<file path="src/rtl/gcm_decrypt_verify.sv">
// ---------------------------------------------------------------------------
// gcm_decrypt_verify
//   Receive side of AES-GCM. Ciphertext is XORed with the counter-mode
//   keystream and the recovered plaintext is parked in an internal buffer
//   while AAD, ciphertext and the length block are streamed into an external
//   GHASH core. Once GHASH finishes, (gh_result ^ E(K,Y0)) is compared with
//   the received tag. Plaintext is released only on a match; on a mismatch
//   the buffer is discarded.
//
// Ports
//   clk, rst_n                 clock, asynchronous active-low reset
//   start                      begins a message (sampled only in IDLE)
//   aad_total, ct_total        block counts for the message
//   tag_in                     received tag
//   aad_in/aad_byte_len        AAD block + valid bytes, aad_valid/aad_ready
//   ct_in/ct_byte_len          ciphertext block + valid bytes, ct_valid/ct_ready
//   ks_in                      keystream, E(K,Y0) first, ks_valid/ks_ready
//   gh_start/gh_input_num      one-cycle GHASH session start + block count
//   gh_data                    GHASH input block, gh_valid/gh_ready
//   gh_result/gh_done          final GHASH value and completion pulse
//   pt_out/pt_byte_len         released plaintext, pt_valid/pt_ready
//   busy                       high whenever not IDLE
//   tag_ok/tag_fail/err/done   one-cycle status pulses
// ---------------------------------------------------------------------------
module gcm_decrypt_verify #(
   parameter int MAX_BLOCKS = 16
) (
   input  logic         clk,
   input  logic         rst_n,
   input  logic         start,
   input  logic [7:0]   aad_total,
   input  logic [7:0]   ct_total,
   input  logic [127:0] tag_in,
   input  logic [127:0] aad_in,
   input  logic [4:0]   aad_byte_len,
   input  logic         aad_valid,
   output logic         aad_ready,
   input  logic [127:0] ct_in,
   input  logic [4:0]   ct_byte_len,
   input  logic         ct_valid,
   output logic         ct_ready,
   input  logic [127:0] ks_in,
   input  logic         ks_valid,
   output logic         ks_ready,
   output logic         gh_start,
   output logic [8:0]   gh_input_num,
   output logic [127:0] gh_data,
   output logic         gh_valid,
   input  logic         gh_ready,
   input  logic [127:0] gh_result,
   input  logic         gh_done,
   output logic [127:0] pt_out,
   output logic [4:0]   pt_byte_len,
   output logic         pt_valid,
   input  logic         pt_ready,
   output logic         busy,
   output logic         tag_ok,
   output logic         tag_fail,
   output logic         err,
   output logic         done
);

   localparam int IW = $clog2(MAX_BLOCKS);       // buffer address width
   localparam int AW = $clog2(MAX_BLOCKS + 1);   // pointer width, holds 0..MAX_BLOCKS

   typedef enum logic [2:0] {IDLE, LOAD_Y0, AAD, CT, LEN, WAIT_TAG, RELEASE} state_t;

   state_t         state_reg, state_next;
   logic [7:0]     aad_num_reg, ct_num_reg, cnt_reg;
   logic [127:0]   tag_reg, ek_y0_reg;
   logic [63:0]    len_a_reg, len_c_reg;
   logic [AW-1:0]  wr_ptr_reg, rd_ptr_reg;
   logic [127:0]   pt_out_reg;
   logic [4:0]     pt_len_reg;
   logic           pt_valid_reg, tag_ok_reg, tag_fail_reg, err_reg, done_reg;

   logic [127:0]   pt_mem [MAX_BLOCKS];
   logic [4:0]     len_mem [MAX_BLOCKS];

   logic           y0_fire, aad_fire, ct_fire, pt_fire, load_en;
   logic           aad_last, ct_last, tag_match;

   // Lengths of 16 and above mean a full block.
   function automatic logic [4:0] clamp_len(input logic [4:0] l);
      return (l > 5'd16) ? 5'd16 : l;
   endfunction

   // Keep the first l bytes, counted from [127:120] downward.
   function automatic logic [127:0] mask_blk(input logic [127:0] d, input logic [4:0] l);
      logic [127:0] m;
      m = '0;
      for (int b = 0; b < 16; b++)
         if (5'(b) < l) m[127-8*b -: 8] = 8'hff;
      return d & m;
   endfunction

   assign aad_last  = (cnt_reg == aad_num_reg - 8'd1);
   assign ct_last   = (cnt_reg == ct_num_reg - 8'd1);
   assign tag_match = ((gh_result ^ ek_y0_reg) == tag_reg);
   assign pt_fire   = pt_valid_reg & pt_ready;

   always_comb begin
      state_next   = state_reg;
      aad_ready    = 1'b0;
      ct_ready     = 1'b0;
      ks_ready     = 1'b0;
      gh_start     = 1'b0;
      gh_input_num = '0;
      gh_data      = '0;
      gh_valid     = 1'b0;
      y0_fire      = 1'b0;
      aad_fire     = 1'b0;
      ct_fire      = 1'b0;
      load_en      = 1'b0;
      case (state_reg)
         IDLE: begin
            if (start && ct_total <= 8'(MAX_BLOCKS)) state_next = LOAD_Y0;
         end
         LOAD_Y0: begin
            ks_ready = 1'b1;
            if (ks_valid) begin
               y0_fire      = 1'b1;
               gh_start     = 1'b1;
               gh_input_num = {1'b0, aad_num_reg} + {1'b0, ct_num_reg} + 9'd1;
               if (aad_num_reg != 8'd0)     state_next = AAD;
               else if (ct_num_reg != 8'd0) state_next = CT;
               else                         state_next = LEN;
            end
         end
         AAD: begin
            gh_data   = mask_blk(aad_in, clamp_len(aad_byte_len));
            gh_valid  = aad_valid;
            aad_ready = gh_ready;
            aad_fire  = aad_valid & gh_ready;
            if (aad_fire && aad_last) state_next = (ct_num_reg != 8'd0) ? CT : LEN;
         end
         CT: begin
            // All three partners must agree before anything moves, so the
            // keystream stays aligned with its ciphertext block.
            ct_fire  = ct_valid & ks_valid & gh_ready;
            ct_ready = ct_fire;
            ks_ready = ct_fire;
            gh_valid = ct_valid & ks_valid;
            gh_data  = mask_blk(ct_in, clamp_len(ct_byte_len));
            if (ct_fire && ct_last) state_next = LEN;
         end
         LEN: begin
            gh_data  = {len_a_reg, len_c_reg};
            gh_valid = 1'b1;
            if (gh_ready) state_next = WAIT_TAG;
         end
         WAIT_TAG: begin
            if (gh_done)
               state_next = (tag_match && ct_num_reg != 8'd0) ? RELEASE : IDLE;
         end
         RELEASE: begin
            load_en = (!pt_valid_reg || pt_ready) && (rd_ptr_reg != wr_ptr_reg);
            if (pt_fire && rd_ptr_reg == wr_ptr_reg) state_next = IDLE;
         end
         default: state_next = IDLE;
      endcase
   end

   always_ff @(posedge clk or negedge rst_n) begin
      if (!rst_n) begin
         state_reg    <= IDLE;
         aad_num_reg  <= '0;
         ct_num_reg   <= '0;
         cnt_reg      <= '0;
         tag_reg      <= '0;
         ek_y0_reg    <= '0;
         len_a_reg    <= '0;
         len_c_reg    <= '0;
         wr_ptr_reg   <= '0;
         rd_ptr_reg   <= '0;
         pt_out_reg   <= '0;
         pt_len_reg   <= '0;
         pt_valid_reg <= 1'b0;
         tag_ok_reg   <= 1'b0;
         tag_fail_reg <= 1'b0;
         err_reg      <= 1'b0;
         done_reg     <= 1'b0;
      end else begin
         state_reg    <= state_next;
         tag_ok_reg   <= 1'b0;
         tag_fail_reg <= 1'b0;
         err_reg      <= 1'b0;
         done_reg     <= 1'b0;
         case (state_reg)
            IDLE: begin
               if (start) begin
                  if (ct_total > 8'(MAX_BLOCKS)) begin
                     err_reg <= 1'b1;
                  end else begin
                     aad_num_reg <= aad_total;
                     ct_num_reg  <= ct_total;
                     tag_reg     <= tag_in;
                     len_a_reg   <= '0;
                     len_c_reg   <= '0;
                     cnt_reg     <= '0;
                     wr_ptr_reg  <= '0;
                     rd_ptr_reg  <= '0;
                  end
               end
            end
            LOAD_Y0: if (y0_fire) ek_y0_reg <= ks_in;
            AAD: begin
               if (aad_fire) begin
                  len_a_reg <= len_a_reg + {56'd0, clamp_len(aad_byte_len), 3'b000};
                  cnt_reg   <= aad_last ? 8'd0 : cnt_reg + 8'd1;
               end
            end
            CT: begin
               if (ct_fire) begin
                  len_c_reg  <= len_c_reg + {56'd0, clamp_len(ct_byte_len), 3'b000};
                  cnt_reg    <= ct_last ? 8'd0 : cnt_reg + 8'd1;
                  wr_ptr_reg <= wr_ptr_reg + AW'(1);
               end
            end
            WAIT_TAG: begin
               if (gh_done) begin
                  if (tag_match) begin
                     tag_ok_reg <= 1'b1;
                     if (ct_num_reg == 8'd0) done_reg <= 1'b1;
                  end else begin
                     tag_fail_reg <= 1'b1;
                     done_reg     <= 1'b1;
                     wr_ptr_reg   <= '0;
                  end
               end
            end
            RELEASE: begin
               if (load_en) begin
                  pt_out_reg   <= pt_mem[rd_ptr_reg[IW-1:0]];
                  pt_len_reg   <= len_mem[rd_ptr_reg[IW-1:0]];
                  pt_valid_reg <= 1'b1;
                  rd_ptr_reg   <= rd_ptr_reg + AW'(1);
               end else if (pt_fire) begin
                  pt_valid_reg <= 1'b0;
               end
               if (pt_fire && rd_ptr_reg == wr_ptr_reg) begin
                  done_reg   <= 1'b1;
                  wr_ptr_reg <= '0;
                  rd_ptr_reg <= '0;
               end
            end
            default: ;
         endcase
      end
   end

   // Plaintext buffer: plain RAM, no reset; emptiness is tracked by the pointers.
   always_ff @(posedge clk) begin
      if (ct_fire) begin
         pt_mem[wr_ptr_reg[IW-1:0]]  <= mask_blk(ct_in ^ ks_in, clamp_len(ct_byte_len));
         len_mem[wr_ptr_reg[IW-1:0]] <= clamp_len(ct_byte_len);
      end
   end

   assign pt_out      = pt_out_reg;
   assign pt_byte_len = pt_len_reg;
   assign pt_valid    = pt_valid_reg;
   assign tag_ok      = tag_ok_reg;
   assign tag_fail    = tag_fail_reg;
   assign err         = err_reg;
   assign done        = done_reg;
   assign busy        = (state_reg != IDLE);

endmodule

</file>
<file path="config.mk">
export PLATFORM = sky130hd
export DESIGN_NAME = gcm_decrypt_verify
export DESIGN_NICKNAME = d
export VERILOG_FILES = /design/src/rtl/gcm_decrypt_verify.sv
export SDC_FILE = /design/constraint.sdc
export NUM_CORES = 2
export LEC_CHECK = 0
export ABC_AREA = 1
export BUFFER_PORTS_ARGS = -buffer_cell sky130_fd_sc_hd__buf_2
export CAP_MARGIN = 5
export CORE_MARGIN = 2
export CORE_UTILIZATION = 30
export DETAILED_ROUTE_END_ITERATION = 8
export GPL_TIMING_DRIVEN = 0
export REMOVE_ABC_BUFFERS = 1
export SLEW_MARGIN = 40
export SYNTH_ARGS = -nofsm -noshare
export SYNTH_HDL_FRONTEND = slang
export SYNTH_SLANG_ARGS = --single-unit
</file>
<file path="constraint.sdc">
create_clock -name clk -period 10.5 [get_ports clk]
set_input_delay 2.1 -clock clk [delete_from_list [all_inputs] [get_ports clk]]
set_output_delay 2.1 -clock clk [all_outputs]
set_load 0.05 [all_outputs]
</file>
==> metrics.md <==
| Metric | Value |
|---|---|
| Die X | `around 620 um` |
| Hold-fix buffers, CTS | `0` |
| Reg2Reg Setup Slack | `between 5 and 6 ns` |
| Worst IR Drop VDD | `between 0.0001 and 0.00015 V` |
| FF+latch count, synth | `between 2000 and 3000` |
| Via/cell ratio | `5.26` |
| Port Buf Inserts | `between 900 and 1000` |
| Critical-path cell list | `buf_2 -> nor2_2 -> inv_1 -> nor2_1 -> nor2_1 -> inv_2 -> nand2_2 -> nand2_2 -> nor2_4 -> buf_8 -> nand2_1 -> o211ai_1 -> buf_2` |
| Unrepaired setup endpoints after global routing | `false` |
| GP Congestion | `0.924` |
| FF-to-FF Start | `state_reg[2]` |
| Maxcap violations | `0` |
| GRT overflow | `0` |
| Hold Path Origin | `ek_y0_reg[42]` |
| Yosys top cell area share | `0.554` |
| Final worst path period share | `0.793` |
| Slowest cell on crit path | `nand2_2` |
| WHS | `0.489 ns` |
| CTS Buffer Depth | `4` |
| CTS tree | `yes` |
| Layout cells sized above 1 | `0.178` |
| Startpoint Class | `primary input` |
| I/O pin total | `between 900 and 1000` |
| Die Y | `roughly 620 um` |
| Tmin final | `between 8 and 9 ns` |
| CTS Root Cell | `clkbuf_16` |
| Detail Route Antenna Nets | `0` |
| Post-route setup TNS | `0 ns` |
| PwrDens | `between 200 and 250 nW/um2` |
| Worst-skew pair later-pin latency | `~0.96 ns` |
| Dpl hpwl | `352000 um` |
| CP endpoint kind | `primary output` |
| Max-slew headroom | `0.346` |
| Hold Path Class | `reg -> reg` |
| DRT Wirelength | `about 500000 um` |
| Most frequent cells in the layout | `edfxtp_1 (2128), nand2_1 (1682), nor2_1 (1460)` |
| Vias in the first global route | `83838` |
| Post-DP Area | `between 100000 and 150000 um2` |
| Drt wl/cell | `28.6 um` |
| Slew @ Worst Pin | `0.979 ns` |
| Initial DRC count | `9214` |
| Die area | `390000 um2` |
| Fin nets | `12315` |
| Outcome | `completed` |
| Final setup viols | `0` |
| Max-slew violation count | `0` |
| Critical Path End | `gh_data[47]` |
| Final core occ | `0.376` |
| Core Region | `approximately 380000 um2` |
| Crit path from | `ct_byte_len[4]` |
| Row count | `between 200 and 250` |
| Worst path depth | `13` |
| Max FFs per register | `just over 2000` |
| Crit-path max FO | `22` |
| Worst EP arrival | `roughly 6.2 ns` |
| R2R depth | `17` |
| DRC violations left | `0` |
| Worst-path clk slew | `roughly 0.060 ns` |
| P&R area growth vs syn | `24.8%` |
| Leading cell type in the layout, fill and taps excluded | `edfxtp_1` |
| Pleak | `~54 nW` |
| Sequential area share after synthesis | `0.674` |
| Yosys cell types | `60` |
| Yosys warns | `0` |
| Cells after Synth | `between 10000 and 15000` |
| H-tree lvl count | `5` |
| Resize count post-CTS | `0` |
| Pin count of the biggest net entering global routing | `100` |
| Max Clock Freq | `120 MHz` |
| Design area | `approximately 140000 um2` |
| Netlist Area Pre-Place | `roughly 120000 um2` |
| Setup bufs post-CTS | `0` |
| Area leader, netlist | `edfxtp_1` |
| WS Path Type | `in -> out` |
| DRT Pass-1 Iters | `8` |
| Top post-synthesis cells by area | `edfxtp_1 (55%), dfrtp_1 (12%), o21ai_0 (5.8%)` |
| Worst path top cell family by delay | `simple AND/OR/NAND/NOR gates` |
| FF-to-FF End | `pt_mem[11][16]` |
| Via count | `between 80000 and 90000` |
| Max incr delay on CP | `0.55 ns` |
| Antenna violations before repair | `62` |
| Critical Path RT | `approximately 8.4 ns` |
| First-pass GRT wire length | `~660000 um` |
| Clk sinks | `2681` |
| Skew final | `0.0729 ns` |
| Cts bufs inserted | `between 300 and 400` |
| GRT Total Usage | `0.241` |
| Syn avg cell area | `around 11 um2` |
| Starting density of the core | `0.302` |
| Crit path buffers/inverters | `5` |
| Hold Vio Cnt, Final | `0` |
## synthesized netlist by cell type (all sizes together)
cell type and number:
dfrtp 553, o2111ai 1, a32oi 2, a22o 4
nor2b 1, clkbuf 485, nand4 83, o221ai 222
a221oi 105, xor2 135, and2 2, or2 16
edfxtp 2128, a31oi 7, nor4 21, o211ai 133
ha 26, xnor2 136, o41ai 2, nand3b 78
and3 1, buf 95, a41oi 28, a311oi 1
a22oi 28, inv 575, o31ai 23, a2bb2oi 1
nand3 316, nand2 1694, nor3b 3, fa 3
o22ai 332, a21oi 183, o21ai 1347, o21bai 3
o21a 11, nor3 94, clkinv 3, nor2 1584
## area by class of cell
cell class                 instances  area (um2)
antenna                           65         163
clock buffer                     407        8430
clock inverter                   163        1920
fill                           36943      239000
inverter                         578        2250
multi-input combinational       6626       33900
sequential                      2681       77800
tap                             5038        6300
timing repair buffer            1414       13200
## worst register-to-register path: cells and delay by family (launching register included)
family / cells / cell delay [ns]
simple gates: 4 / 1.42
buf+inv: 13 / 2.99
flops: 1 / 0.44
## routing by layer
layer  GRT usage  wire (um)  vias up
met5           0         30        -
met4       0.149      34700        6
met3      0.0427      33900      886
met2       0.390     227000     3852
met1       0.300     191000    44861
li1            -          -    39710
## cell families (layout without fill, tap and decap cells)
group / Yosys count / count (layout) / share of synthesized area
and+or+nand+nor: 3893 / 3893 / 0.138
DFF: 2681 / 2681 / 0.674
AOI/OAI and AO/OA: 2433 / 2433 / 0.126
buffers and inverters: 1158 / 2562 / 0.0385
xor gates and xnor gates: 271 / 271 / 0.0206
adders and majority gates: 29 / 29 / 0.00334
other: 0 / 65 / 0
## worst min-delay path by stage
stage                endpoint  slack [ns]  cells past startpoint
2_1_floorplan  ek_y0_reg[104]        0.46                      2
3_3_place_gp    ek_y0_reg[42]        0.47                      2
3_5_place_dp    ek_y0_reg[98]        0.47                      2
4_1_cts         ek_y0_reg[98]        0.49                      2
5_1_grt         ek_y0_reg[98]        0.50                      2
6_report        ek_y0_reg[42]        0.49                      2
## power breakdown
group | leakage [nW] | total, mW | switching [mW] | internal [mW]
clock | 5.00 | 11.1 | 4.69 | 6.41
sequential | 26.3 | 13.2 | 0.707 | 12.5
combinational | 23.0 | 10.1 | 7.43 | 2.64
## metrics by stage
stage          setup WS (ns)  power [mW]  std cells
6_report                2.17        34.3      16972
5_1_grt                 2.02        35.8      16956
4_1_cts                 2.05        34.5      16907
3_5_place_dp            2.30        23.5      16337
3_3_place_gp         -186.18        21.9      15878
2_1_floorplan         -57.76        18.6       9885
No activity file was read; power rests on OpenSTA's default activity.
